--- src/rtl/mem_stage_pkg.sv ---
// rtl/mem_stage_pkg.sv - shared types and constants for the MEM-stage controller
package mem_stage_pkg;

    typedef enum logic {
        IDLE = 1'b0,
        BUSY = 1'b1
    } state_t;

    typedef struct packed {
        logic memto_reg;
        logic reg_write;
    } wb_ctrl_t;

    localparam wb_ctrl_t    BUBBLE          = '{memto_reg: 1'b0, reg_write: 1'b0};
    localparam logic [31:0] WORD_MASK       = 32'hFFFF_FFFC;
    localparam int          DEFAULT_TIMEOUT = 16;

endpackage

--- src/rtl/mem_timeout_counter.sv ---
// rtl/mem_timeout_counter.sv - wait-cycle counter that flags the last permitted BUSY cycle
module mem_timeout_counter
    import mem_stage_pkg::*;
#(
    parameter int TIMEOUT = DEFAULT_TIMEOUT,
    parameter int CNT_W   = 5
) (
    input  logic clk,
    input  logic rst_n,
    input  logic clear,
    input  logic enable,
    output logic expire
);

    logic [CNT_W-1:0] count;

    always_ff @(posedge clk or negedge rst_n) begin
        if (!rst_n) begin
            count <= '0;
        end else if (clear) begin
            count <= '0;
        end else if (enable) begin
            count <= count + CNT_W'(1);
        end
    end

    assign expire = (count == CNT_W'(TIMEOUT - 1));

endmodule

--- src/rtl/mem_stage_ctrl.sv ---
// rtl/mem_stage_ctrl.sv - MEM-stage controller: data-memory handshake, stall, MEM/WB commit, branch resolve
module mem_stage_ctrl
    import mem_stage_pkg::*;
#(
    parameter int TIMEOUT = DEFAULT_TIMEOUT,
    parameter int CNT_W   = 5
) (
    input  logic        clk,
    input  logic        rst_n,
    input  logic [31:0] EXE_MEM_Result,
    input  logic [31:0] EXE_MEM_Rt,
    input  logic [31:0] EXE_MEM_BranchAddress,
    input  logic [4:0]  EXE_MEM_DstReg,
    input  logic        EXE_MEM_Zero,
    input  logic        EXE_MEM_BranchEqual,
    input  logic        EXE_MEM_BranchnotEqual,
    input  logic        EXE_MEM_MemRead,
    input  logic        EXE_MEM_MemWrite,
    input  logic        EXE_MEM_MemtoReg,
    input  logic        EXE_MEM_RegWrite,
    output logic        dmem_req,
    output logic        dmem_we,
    output logic [31:0] dmem_addr,
    output logic [31:0] dmem_wdata,
    input  logic [31:0] dmem_rdata,
    input  logic        dmem_ack,
    output logic        mem_stall,
    output logic        PCSrc,
    output logic [31:0] BranchTarget,
    output logic [31:0] MEM_WB_ReadData,
    output logic [31:0] MEM_WB_Result,
    output logic [4:0]  MEM_WB_DstReg,
    output logic        MEM_WB_MemtoReg,
    output logic        MEM_WB_RegWrite,
    output logic        mem_err
);

    state_t   state, state_nxt;
    logic     access, aligned;
    logic     issue, commit, abort, misalign;
    logic     cnt_clear, cnt_en, expire;
    logic [4:0] lat_dst;
    wb_ctrl_t   lat_ctrl;

    assign access  = EXE_MEM_MemRead | EXE_MEM_MemWrite;
    assign aligned = ((EXE_MEM_Result & ~WORD_MASK) == 32'd0);

    mem_timeout_counter #(
        .TIMEOUT (TIMEOUT),
        .CNT_W   (CNT_W)
    ) u_timeout (
        .clk    (clk),
        .rst_n  (rst_n),
        .clear  (cnt_clear),
        .enable (cnt_en),
        .expire (expire)
    );

    always_ff @(posedge clk or negedge rst_n) begin
        if (!rst_n) begin
            state <= IDLE;
        end else begin
            state <= state_nxt;
        end
    end

    always_comb begin
        state_nxt = state;
        mem_stall = 1'b0;
        issue     = 1'b0;
        commit    = 1'b0;
        abort     = 1'b0;
        misalign  = 1'b0;
        cnt_clear = 1'b0;
        cnt_en    = 1'b0;
        case (state)
            IDLE: begin
                if (access && !aligned) begin
                    misalign = 1'b1;
                end else if (access) begin
                    issue     = 1'b1;
                    mem_stall = 1'b1;
                    cnt_clear = 1'b1;
                    state_nxt = BUSY;
                end
            end
            BUSY: begin
                // An ack on the final permitted cycle still completes the access.
                if (dmem_ack) begin
                    commit    = 1'b1;
                    state_nxt = IDLE;
                end else if (expire) begin
                    abort     = 1'b1;
                    state_nxt = IDLE;
                end else begin
                    mem_stall = 1'b1;
                    cnt_en    = 1'b1;
                end
            end
            default: state_nxt = IDLE;
        endcase
    end

    assign PCSrc = (state == IDLE) &&
                   ((EXE_MEM_BranchEqual & EXE_MEM_Zero) |
                    (EXE_MEM_BranchnotEqual & ~EXE_MEM_Zero));
    assign BranchTarget = EXE_MEM_BranchAddress;

    always_ff @(posedge clk or negedge rst_n) begin
        if (!rst_n) begin
            dmem_req        <= 1'b0;
            dmem_we         <= 1'b0;
            dmem_addr       <= 32'd0;
            dmem_wdata      <= 32'd0;
            lat_dst         <= 5'd0;
            lat_ctrl        <= BUBBLE;
            MEM_WB_ReadData <= 32'd0;
            MEM_WB_Result   <= 32'd0;
            MEM_WB_DstReg   <= 5'd0;
            MEM_WB_MemtoReg <= 1'b0;
            MEM_WB_RegWrite <= 1'b0;
            mem_err         <= 1'b0;
        end else begin
            if (issue) begin
                dmem_req   <= 1'b1;
                dmem_we    <= EXE_MEM_MemWrite & ~EXE_MEM_MemRead;
                dmem_addr  <= EXE_MEM_Result & WORD_MASK;
                dmem_wdata <= EXE_MEM_Rt;
                lat_dst    <= EXE_MEM_DstReg;
                lat_ctrl   <= '{memto_reg: EXE_MEM_MemtoReg, reg_write: EXE_MEM_RegWrite};
            end else if (commit || abort) begin
                dmem_req <= 1'b0;
            end

            if (misalign || abort) begin
                mem_err <= 1'b1;
            end

            if (commit) begin
                MEM_WB_ReadData <= dmem_we ? 32'd0 : dmem_rdata;
                MEM_WB_Result   <= dmem_addr;
                MEM_WB_DstReg   <= lat_dst;
                MEM_WB_MemtoReg <= lat_ctrl.memto_reg;
                MEM_WB_RegWrite <= lat_ctrl.reg_write;
            end else if (state == IDLE && !access) begin
                MEM_WB_ReadData <= 32'd0;
                MEM_WB_Result   <= EXE_MEM_Result;
                MEM_WB_DstReg   <= EXE_MEM_DstReg;
                MEM_WB_MemtoReg <= EXE_MEM_MemtoReg;
                MEM_WB_RegWrite <= EXE_MEM_RegWrite;
            end else begin
                // Issue, wait, abort and misaligned cycles all present a bubble.
                MEM_WB_ReadData <= 32'd0;
                MEM_WB_Result   <= 32'd0;
                MEM_WB_DstReg   <= 5'd0;
                MEM_WB_MemtoReg <= BUBBLE.memto_reg;
                MEM_WB_RegWrite <= BUBBLE.reg_write;
            end
        end
    end

endmodule

--- config.mk ---
export PLATFORM = sky130hd
export DESIGN_NAME = mem_stage_ctrl
export DESIGN_NICKNAME = d
export VERILOG_FILES = /design/src/rtl/mem_stage_pkg.sv /design/src/rtl/mem_timeout_counter.sv /design/src/rtl/mem_stage_ctrl.sv
export SDC_FILE = /design/constraint.sdc
export NUM_CORES = 1
export LEC_CHECK = 0
export CORE_AREA = 2 2 123 125
export CTS_BUF_LIST = sky130_fd_sc_hd__clkbuf_2 sky130_fd_sc_hd__clkbuf_4 sky130_fd_sc_hd__clkbuf_8
export DETAILED_ROUTE_END_ITERATION = 16
export DIE_AREA = 0 0 125 127
export GPL_ROUTABILITY_DRIVEN = 1
export HOLD_SLACK_MARGIN = 0.06
export PLACE_DENSITY = 0.83
export SYNTH_ARGS = -nofsm -noshare
export SYNTH_HDL_FRONTEND = slang
export SYNTH_SLANG_ARGS = --single-unit
--- constraint.sdc ---
create_clock -name clk -period 5.75 [get_ports clk]
set_input_delay 1.15 -clock clk [delete_from_list [all_inputs] [get_ports clk]]
set_output_delay 1.15 -clock clk [all_outputs]
set_load 0.005 [all_outputs]
Word-level counts from Yosys, hierarchy flattened
Cells that the tools add are included.

storage, ports and cells
  register bits after elaboration = 149
  output and inout bits = 172
  bits of input ports = 143

cells by class
  bitwise gates (word level) = 8
  reductions and logical operators = 10
  equality and inequality tests = 1
  add/subtract/negate cells = 1
  mux-type cells = 28

operators by type and width
  kind                                                             count
  32-bit two-way mux                                               4
  32-bit zero test                                                 1
  5-bit two-way mux                                                4
  1-bit two-way mux                                                19
  5-bit by 1-bit adder with 5-bit output, second input constant    1
  5-bit by 4-bit == test with 1-bit output, second input constant  1
  2-bit nonzero test                                               2
  1-bit AND                                                        3
  1-bit logical AND                                                3
  1-bit NOT                                                        3
  1-bit zero test                                                  2
  1-bit logical OR                                                 2
  1-bit OR                                                         2
  1-bit one-hot mux with 2 select lines                            1

Depth between registers and ports, before layout
Gate-level depths: netlist of run 1.

  depth after elaboration = 7
  gate-level depth with buffers = 7
  depth with buffers taken out = 6

Hierarchy
A second synthesis of run 1 with hierarchy kept.

unflattened totals
  cells, all modules = 378
  area total of the unflattened synthesis = 6017.0 µm²

by module, submodules not included
  module               cells each  area each (µm²)  seq. area each (µm²)  instances
  mem_stage_ctrl       355         5746.8           3603.5                1
  mem_timeout_counter  23          270.3            125.1                 1

Least setup slack after synthesis of run 1
OpenSTA, ideal clock, no wires.

  path type = input to output
  start point = input EXE_MEM_Result[1]
  end point = output mem_stall
  stages on the path = 2
  required time = 4.600 ns
  setup slack = 2.802 ns
  path buffers = 0
  arrival time = 1.798 ns
  cell sequence = or3_4 > o21ai_0

between the ends
  cells in the longest elaborated chain, start to end = 5

ends and longest elaborated chain
  what                                   line                  text
  start, declared                        mem_stage_ctrl.sv:10  input logic [31:0] EXE_MEM_Result,
  32-bit zero test                       mem_stage_ctrl.sv:46  assign aligned = ((EXE_MEM_Result & ~WORD_MASK) == 32'd0);
  1-bit zero test                        mem_stage_ctrl.sv:78  if (access && !aligned) begin
  1-bit logical AND                      mem_stage_ctrl.sv:78
  1-bit two-way mux                      mem_stage_ctrl.sv:78
  1-bit one-hot mux with 2 select lines  mem_stage_ctrl.sv:76  case (state)
  end, declared                          mem_stage_ctrl.sv:27  output logic mem_stall,

Every way passes these cells.

Worst setup path after layout of run 1
Ends and elaborated chain as after synthesis.

==> metrics, run 1 <==
status=finished clean; Power Internal=2.17 mW; initial antenna violation count=0; IO Pins=315; PD cells=329 nW/um^2; most used cell, CP=clkdlybuf4s50_1; post-layout util=60.0%; CTS resizes=0; Core Rows=44; worst-margin pin slew=1.10 ns; Syn-to-layout area delta=46.2%; HPWL Detailed=10800 microns; critical path peak fanout=4; leakage power=3.83 nW; Final ANT Viol Nets=0; Yosys cell types=32; CP Capture Type=primary output; Vias per Instance=4.90; final period utilization=71.3%; ANT cells=0; mux cell area share after synthesis=16.6%; Final Max Tran Viols=0; WP buf/inv=2; Initial DRT Pass Iterations=4; Post-CTS Setup Bufs=0; Final Power=2.85 mW; crit-path cells=clkdlybuf4s50_1 > or3_4 > o21ai_0 > clkdlybuf4s50_1; die area=15900 sq um; Die H=127 microns; Post-Synth XOR/XNOR Area=0%; combinational share of power=23.5%; Sw Share=23.8%; Reg power frac=46.0%; global-route wire length before repair=23200 microns; Crit Path Class=in2out; WL final=15000 microns; FF+latch count, synth=149; simple-gate portion of the synthesized area=5.16%; DRC viols=0; final net count=744; clock power share=30.5%; Die X=125 microns; number of global-route vias before repair=4116; synth warn=0; Netlist Area Pre-Place=5920 sq um; sequential share of the synthesized area=63.0%; DR WL/cell=18.9 microns; Port Buf Inserts=248; Critical Path RT=4.60 ns; TritonCTS Buffers=17; Design Area, Final=8660 sq um; Slew HR=26.3%; WHS=0.493 ns; min-delay worst type=reg2reg; Initial DRC Count=138; VDD IR max=0.165 mV; Synth Area in Compound Gates=6.78%; layout cells sized above 1=17.0%; Syn Area/Cell=15.5 sq um; largest delay contributor family on the critical path=buffers and inverters; largest net degree at the start of global routing=110; final RePlAce weighted congestion=0.850; Worst-Skew Late Latency=0.43 ns; Startpoint Class=input port; CTS tree=built; setup TNS=0 ns; post-synthesis adder-cell area fraction=0.423%; Maximum Capacitance Violations=0; placed inst area=8230 sq um; largest family of logic cells by synthesized area=multiplexers; Worst path max stage delay=0.58 ns; via count=3896; CTS clk-pin slew, worst paths=0.08 ns; Final Hold Fails=0; grt ovf=0; total track usage=18.9%; worst-case clock buffer depth=2; Mapped Cells=382; cts hold-fix bufs=0; Tmin final=4.10 ns; clock skew=0.0140 ns; Switching Power=0.677 mW; Arrival @ worst endpoint=2.95 ns; Initial Util=41.1%; core area=14400 sq um; CP max stage cell=clkdlybuf4s50_1; f_max=0.244 GHz; clock sink total=149; # H-tree levels=4; unrepaired setup endpoints after global routing=no; # setup viols final=0; clock tree root driver cell=clkbuf_8
## per-layer routing
metal | track usage, % | wire length [microns]
met5 | 0 | 0
met1 | 23.0 | 5920
met4 | 9.02 | 457
met2 | 30.8 | 7400
met3 | 6.03 | 1240
## state kept, by name, indices dropped and copies added (netlist names), 2 cells and up
register and cells:
u_timeout.count 5, lat_ctrl 2, MEM_WB_Result 32, MEM_WB_DstReg 5, dmem_addr 30, lat_dst 5
MEM_WB_ReadData 32, dmem_wdata 32
## final cells by class
cell class	count	area (sq um)
Clock buffer	21	270
Clock inverter	10	155
Fill cell	1106	5770
Inverter	4	15.0
Multi-Input combinational cell	175	1730
Sequential cell	149	3730
Tap cell	184	230
Timing Repair Buffer	252	2530
## power by group through the flow
| stage | clock, mW | sequential (mW) | combinational [mW] |
|---|---|---|---|
| final | 0.869 | 1.31 | 0.669 |
| after global placement | 0 | 1.32 | 0.660 |
| after floorplan | 0 | 1.32 | 0.257 |
| after CTS | 0.894 | 1.31 | 0.679 |
| after global routing | 0.945 | 1.33 | 0.713 |
| after detailed placement | 0 | 1.33 | 0.676 |
## synth_stat cells
| cell | instances | share of area, % |
|---|---|---|
| and3_1 | 1 | 0.11 |
| clkbuf_1 | 8 | 0.51 |
| nor2b_1 | 1 | 0.11 |
| nand2_1 | 2 | 0.13 |
| mux2_1 | 5 | 0.95 |
| nor2_4 | 1 | 0.19 |
| o21ai_0 | 5 | 0.42 |
| buf_12 | 6 | 2.0 |
| a21oi_1 | 4 | 0.34 |
| buf_2 | 3 | 0.25 |
| or3_4 | 1 | 0.19 |
| a22o_1 | 37 | 5.5 |
| dfrtp_1 | 149 | 63 |
| or3_1 | 2 | 0.21 |
| mux2_2 | 14 | 2.7 |
| buf_1 | 1 | 0.063 |
| buf_6 | 1 | 0.19 |
| a31oi_1 | 1 | 0.11 |
| a21o_1 | 1 | 0.13 |
| nor3_1 | 2 | 0.17 |
| nand3_1 | 1 | 0.084 |
| o22ai_1 | 3 | 0.32 |
| ha_1 | 2 | 0.42 |
| nor2_1 | 2 | 0.13 |
| conb_1 | 1 | 0.063 |
| buf_8 | 1 | 0.25 |
| mux2i_1 | 2 | 0.34 |
| inv_1 | 4 | 0.25 |
| and2_1 | 35 | 3.7 |
| buf_4 | 35 | 4.4 |
| mux2_4 | 50 | 13 |
| or3b_1 | 1 | 0.15 |
## placed cells by master, fill, tap and decap left out, types with 2 or more instances in the layout
cell type	synthesis	final
clkdlybuf4s50_1	0	247
dfrtp_1	149	149
mux2_4	50	50
a22o_1	37	37
and2_1	35	35
clkbuf_8	0	18
mux2_2	14	14
o21ai_0	5	5
mux2_1	5	5
inv_1	4	4
a21oi_1	4	4
bufinv_16	0	4
clkinv_2	0	4
o22ai_1	3	3
clkbuf_4	0	3
buf_4	35	3
nor2_1	2	2
mux2i_1	2	2
or3_1	2	2
nand2_1	2	2
ha_1	2	2
conb_1	1	2
clkinvlp_4	0	2
## cell families after synthesis
logic type               Yosys count
AO/OA/AOI/OAI                     51
adder cells (fa/ha/maj)            2
buffers and inverters             59
flip-flops                       149
multiplexers                      71
other                              1
AND/OR/NAND/NOR                   49
## per-stage QoR
stage          setup WS [ns]  std cells
6_report                1.65        795
5_1_grt                 1.63        795
4_1_cts                 1.66        795
3_5_place_dp            1.68        764
3_3_place_gp            1.75        764
2_1_floorplan           2.80        383
## path summary, 6_finish.rpt
path	start	end	slack, ns	cells past startpoint
max in group asynchronous	rst_n	dmem_addr[31]	3.81	2
min in group asynchronous	rst_n	dmem_wdata[15]	0.83	1
worst min-delay path	dmem_wdata[30]	dmem_wdata[30]	0.49	1
worst max register to register	state	dmem_wdata[31]	3.02	4
worst min register to register	dmem_wdata[30]	dmem_wdata[30]	0.49	1
worst max-delay path	EXE_MEM_Result[1]	mem_stall	1.65	4
No activity file was read; power rests on OpenSTA's default activity.
==> inputs of run 2 (changes only) <==
--- a/config.mk
+++ b/config.mk
@@ -5,10 +5,9 @@
 export SDC_FILE = /design/constraint.sdc
 export NUM_CORES = 1
 export LEC_CHECK = 0
-export CORE_AREA = 2 2 123 125
+export CORE_UTILIZATION = 41
 export CTS_BUF_LIST = sky130_fd_sc_hd__clkbuf_2 sky130_fd_sc_hd__clkbuf_4 sky130_fd_sc_hd__clkbuf_8
 export DETAILED_ROUTE_END_ITERATION = 16
-export DIE_AREA = 0 0 125 127
 export GPL_ROUTABILITY_DRIVEN = 1
 export HOLD_SLACK_MARGIN = 0.06
 export PLACE_DENSITY = 0.83
==> constraint.sdc (replaced) <==
create_clock -name clk -period 4.29 [get_ports clk]
set_input_delay 0.858 -clock clk [delete_from_list [all_inputs] [get_ports clk]]
set_output_delay 0.858 -clock clk [all_outputs]
set_load 0.005 [all_outputs]
==> run 2 against run 1 <==
Net effect:
- critical path depth increased by 2
- largest cell class unchanged
- combinational power increased by 35%
- sequential share of layout area increased by 0.10 points
- cell count decreased by 0.13%
- core utilization increased by 1.7 points
- global-route usage increased by 0.81 points
- sequential power increased by 34%
- critical path type is now reg2out
- first-iteration DRC count increased by 38%
- via count decreased by 0.72%
==> metrics, run 2 (synthesis results as in run 1) <==
layout cells sized above 1=17.6%; post-route insts no fill=794; clock tree root driver cell=clkbuf_8; Final Max Tran Viols=0; Final Hold Fails=0; Initial DRC Count=191; CP Capture Type=primary output; worst-margin pin slew=1.07 ns; critical path peak fanout=10; core area=14000 sq um; Port Buf Inserts=248; PD cells=429 nW/um^2; status=finished clean; Post-CTS Setup Bufs=0; TritonCTS Buffers=17; f_max=0.277 GHz; commonest non-fill, non-tap cell in the layout=clkdlybuf4s50_1; Vias per Instance=4.87; HPWL Detailed=10300 microns; WL final=14300 microns; Initial DRT Pass Iterations=4; Tmin final=3.62 ns; # setup viols final=0; # H-tree levels=4; Initial Util=42.3%; die area=14900 sq um; Arrival @ worst endpoint=2.76 ns; commonest non-fill, non-tap cells in the layout=247 x clkdlybuf4s50_1, 149 x dfrtp_1, 50 x mux2_4; ANT cells=0; Core Rows=43; cts hold-fix bufs=0; # fillers=1037; DRC viols=0; Crit Path Class=reg2out; Worst-Skew Late Latency=0.44 ns; VDD IR max=0.199 mV; final period utilization=84.3%; clock skew=0.0118 ns; Maximum Capacitance Violations=0; WHS=0.434 ns; IO Pins=315; via count=3868; DR WL/cell=18.1 microns; CTS tree=built; min-delay worst type=in2async; total track usage=19.7%; post-layout util=61.7%; final RePlAce weighted congestion=0.788; number of global-route vias before repair=4054; Final Power=3.71 mW; Largest regs=MEM_WB_ReadData x32, MEM_WB_Result x32, dmem_wdata x32; Final ANT Viol Nets=0; initial antenna violation count=0; Reg-to-Reg Start=u_timeout.count[0]; Startpoint Class=flop; final net count=747; worst-case clock buffer depth=2; global-route wire length before repair=22000 microns; Critical Path Source=u_timeout.count[0]; setup TNS=0 ns; largest net degree at the start of global routing=80; clock sink total=149; DP Cell Count=763; Slew HR=28.5%; Die H=122 microns; CTS clk-pin slew, worst paths=0.08 ns; Syn-to-layout area delta=45.8%; Critical Path RT=3.43 ns; unrepaired setup endpoints after global routing=no; CTS resizes=0; grt ovf=0; leakage power=3.82 nW; Die X=122 microns
## run 2: critical path, stage by stage, from the launching register on
cell and delay, ns:
dfrtp_1 0.42, ha_1 0.22, and3_1 0.19, ha_1 0.21
or3b_1 0.49, o21ai_0 0.21, clkdlybuf4s50_1 0.58
## run 2: worst paths after layout
kind                       slack [ns]            endpoint  cells past startpoint
max                              0.67           mem_stall                      6
min                              0.43      dmem_wdata[29]                      1
max reg2reg                      2.14  u_timeout.count[3]                      6
min reg2reg                      0.50      dmem_wdata[27]                      1
max in group asynchronous        2.99       dmem_wdata[5]                      2
min in group clk                 0.50      dmem_wdata[27]                      1
## run 2: area by class of cell
cell class | instances | area (sq um) | share of cell area, %
inverters | 4 | 15.0 | 0.174
multi-input cells | 175 | 1730 | 20.1
clock buffers | 19 | 255 | 2.96
repair buffers | 255 | 2550 | 29.5
well taps | 180 | 225 | 2.61
clock inverters | 12 | 131 | 1.52
flip-flops and latches | 149 | 3730 | 43.2
## run 2: layer usage
metal | share of wire [%] | up-vias | track usage [%] | routed length (microns)
li1 | - | 1718 | - | -
met3 | 7.7 | 44 | 6.13 | 1110
met1 | 39 | 1943 | 23.4 | 5630
met4 | 2.7 | 0 | 8.61 | 392
met5 | 0 | - | 0 | 0
met2 | 50 | 163 | 32.9 | 7210
## run 2: through the flow
stage          worst slack [ns]  cell area [sq um]
3_5_place_dp              0.780               8250
4_1_cts                   0.630               8640
2_1_floorplan              1.85               5930
3_3_place_gp              0.795               8250
6_report                  0.674               8640
5_1_grt                   0.522               8640
## run 2: report_power, final
group          internal (mW)  leakage (nW)  switching, mW  total (mW)
combinational          0.632          1.74          0.268       0.901
sequential              1.62          1.89          0.132        1.75
clock                  0.535         0.187          0.526        1.06
total                   2.78          3.82          0.927        3.71
==> inputs of run 3 (changes only) <==
==> constraint.sdc (replaced) <==
create_clock -name clk -period 3.4 [get_ports clk]
set_input_delay 0.68 -clock clk [delete_from_list [all_inputs] [get_ports clk]]
set_output_delay 0.68 -clock clk [all_outputs]
set_load 0.005 [all_outputs]
==> run 3 against run 2 <==
Net effect:
- clock skew down 0.0032 ns
- hold slack worse by 0.16 ns
- cell area is 1.4% higher
- sequential cell count unchanged
- register-to-register slack worse by 0.94 ns
- via count grew 0.52%
- sequential share of layout area decreased by 0.59 points
- first-iteration DRC count shrank 28%
- wire length increased by 0.89%
- combinational power increased by 25%
- core utilization up 0.85 points
- largest cell class unchanged
- largest power group unchanged
==> metrics, run 3 (synthesis results as in run 1) <==
Die H=122 microns; leakage power=3.90 nW; Port Buf Inserts=248; Tmin final=2.90 ns; min-delay worst type=in2async; PD cells=568 nW/um^2; commonest non-fill, non-tap cells in the layout=246 x clkdlybuf4s50_1, 149 x dfrtp_1, 50 x mux2_4; # fillers=1061; Worst-Skew Late Latency=0.44 ns; # setup viols final=0; Syn-to-layout area delta=47.9%; Design Area, Final=8760 sq um; Die X=122 microns; IO Pins=315; setup TNS=0 ns; Initial DRC Count=138; initial antenna violation count=0; Final Max Tran Viols=0; Maximum Capacitance Violations=0; Critical Path RT=2.72 ns; largest net degree at the start of global routing=86; Initial DRT Pass Iterations=6; CTS clk-pin slew, worst paths=0.07 ns; Post-CTS Setup Bufs=0; Crit Path Class=reg2out; layout cells sized above 1=17.7%; core area=14000 sq um; number of global-route vias before repair=3992; DRC viols=0; Vias per Instance=4.89; WL final=14500 microns; Slew HR=47.7%; global-route wire length before repair=21700 microns; Placement Setup Slack=0.258 ns; DR WL/cell=18.2 microns; Final Power=4.98 mW; TritonCTS Buffers=17; final RePlAce weighted congestion=0.784; placed inst area=8270 sq um; WHS=0.275 ns; Largest regs=MEM_WB_ReadData x32, MEM_WB_Result x32, dmem_wdata x32; final net count=748; clock tree root driver cell=clkbuf_8; worst-case clock buffer depth=2; critical path peak fanout=3; clock sink total=149; commonest non-fill, non-tap cell in the layout=clkdlybuf4s50_1; Final Hold Fails=0; cts hold-fix bufs=0; VDD IR max=0.315 mV; Final ANT Viol Nets=0; Arrival @ worst endpoint=2.22 ns; worst-margin pin slew=0.784 ns; Initial Util=42.3%; # H-tree levels=4; f_max=0.345 GHz; grt ovf=0; unrepaired setup endpoints after global routing=no; via count=3888; Core Rows=43; HPWL Detailed=10300 microns; final period utilization=85.3%; ANT cells=0; status=finished clean; CTS tree=built; die area=14900 sq um; CP Capture Type=primary output; Startpoint Class=flop; total track usage=19.7%; clock skew=0.00860 ns; Final WS setup=0.500 ns
## run 3: cell type report
class                   count  area [sq um]  area share [%]
flip-flops and latches    149          3730            42.6
repair buffers            256          2570            29.4
multi-input cells         175          1730            19.8
clock buffers              22           284            3.24
well taps                 180           225            2.57
clock inverters             9           199            2.27
inverters                   4          15.0           0.171
## run 3: power breakdown
group          leakage, nW  switching (mW)  total (mW)  internal (mW)
Clock                0.247           0.622        1.63           1.01
Sequential            1.89           0.174        2.21           2.04
Combinational         1.76           0.334        1.13          0.800
## run 3: repair_timing
| action | 4_1_cts | 5_1_grt |
|---|---|---|
| gates resized for setup | 0 | 1 |
| hold endpoints to repair | 0 | 0 |
| endpoints found under the setup margin | 0 | 1 |
## run 3: metal layers
metal  routed length [microns]  vias up  global-route usage [%]
met5                         0        -                       0
met4                       598        0                    12.3
met1                      5530     1933                    21.6
met3                      1200       64                    6.51
li1                          -     1720                       -
met2                      7150      171                    32.8
## run 3: final timing paths
path,start,endpoint,slack [ns],cells past startpoint
min in group clk,dmem_wdata[29],dmem_wdata[29],0.49,1
hold reg to reg,dmem_wdata[29],dmem_wdata[29],0.49,1
setup / recovery,u_timeout.count[0],mem_stall,0.50,6
hold / removal,rst_n,dmem_wdata[28],0.28,1
setup reg to reg,u_timeout.count[0],u_timeout.count[3],1.20,7
max in group asynchronous,rst_n,MEM_WB_ReadData[12],2.25,2
## run 3: stage by stage
step / util (%) / cells
6_report: 62.6 / 795
5_1_grt: 62.6 / 795
4_1_cts: 62.6 / 795
3_5_place_dp: 59.1 / 764
3_3_place_gp: 59.1 / 764
2_1_floorplan: - / 383
## run 3: worst max-delay path, stage by stage, from the launching register on
cell	delay [ns]
dfrtp_1	0.41
ha_1	0.23
and3_1	0.19
ha_1	0.21
or3b_1	0.40
o21ai_0	0.15
dlymetal6s2s_1	0.18
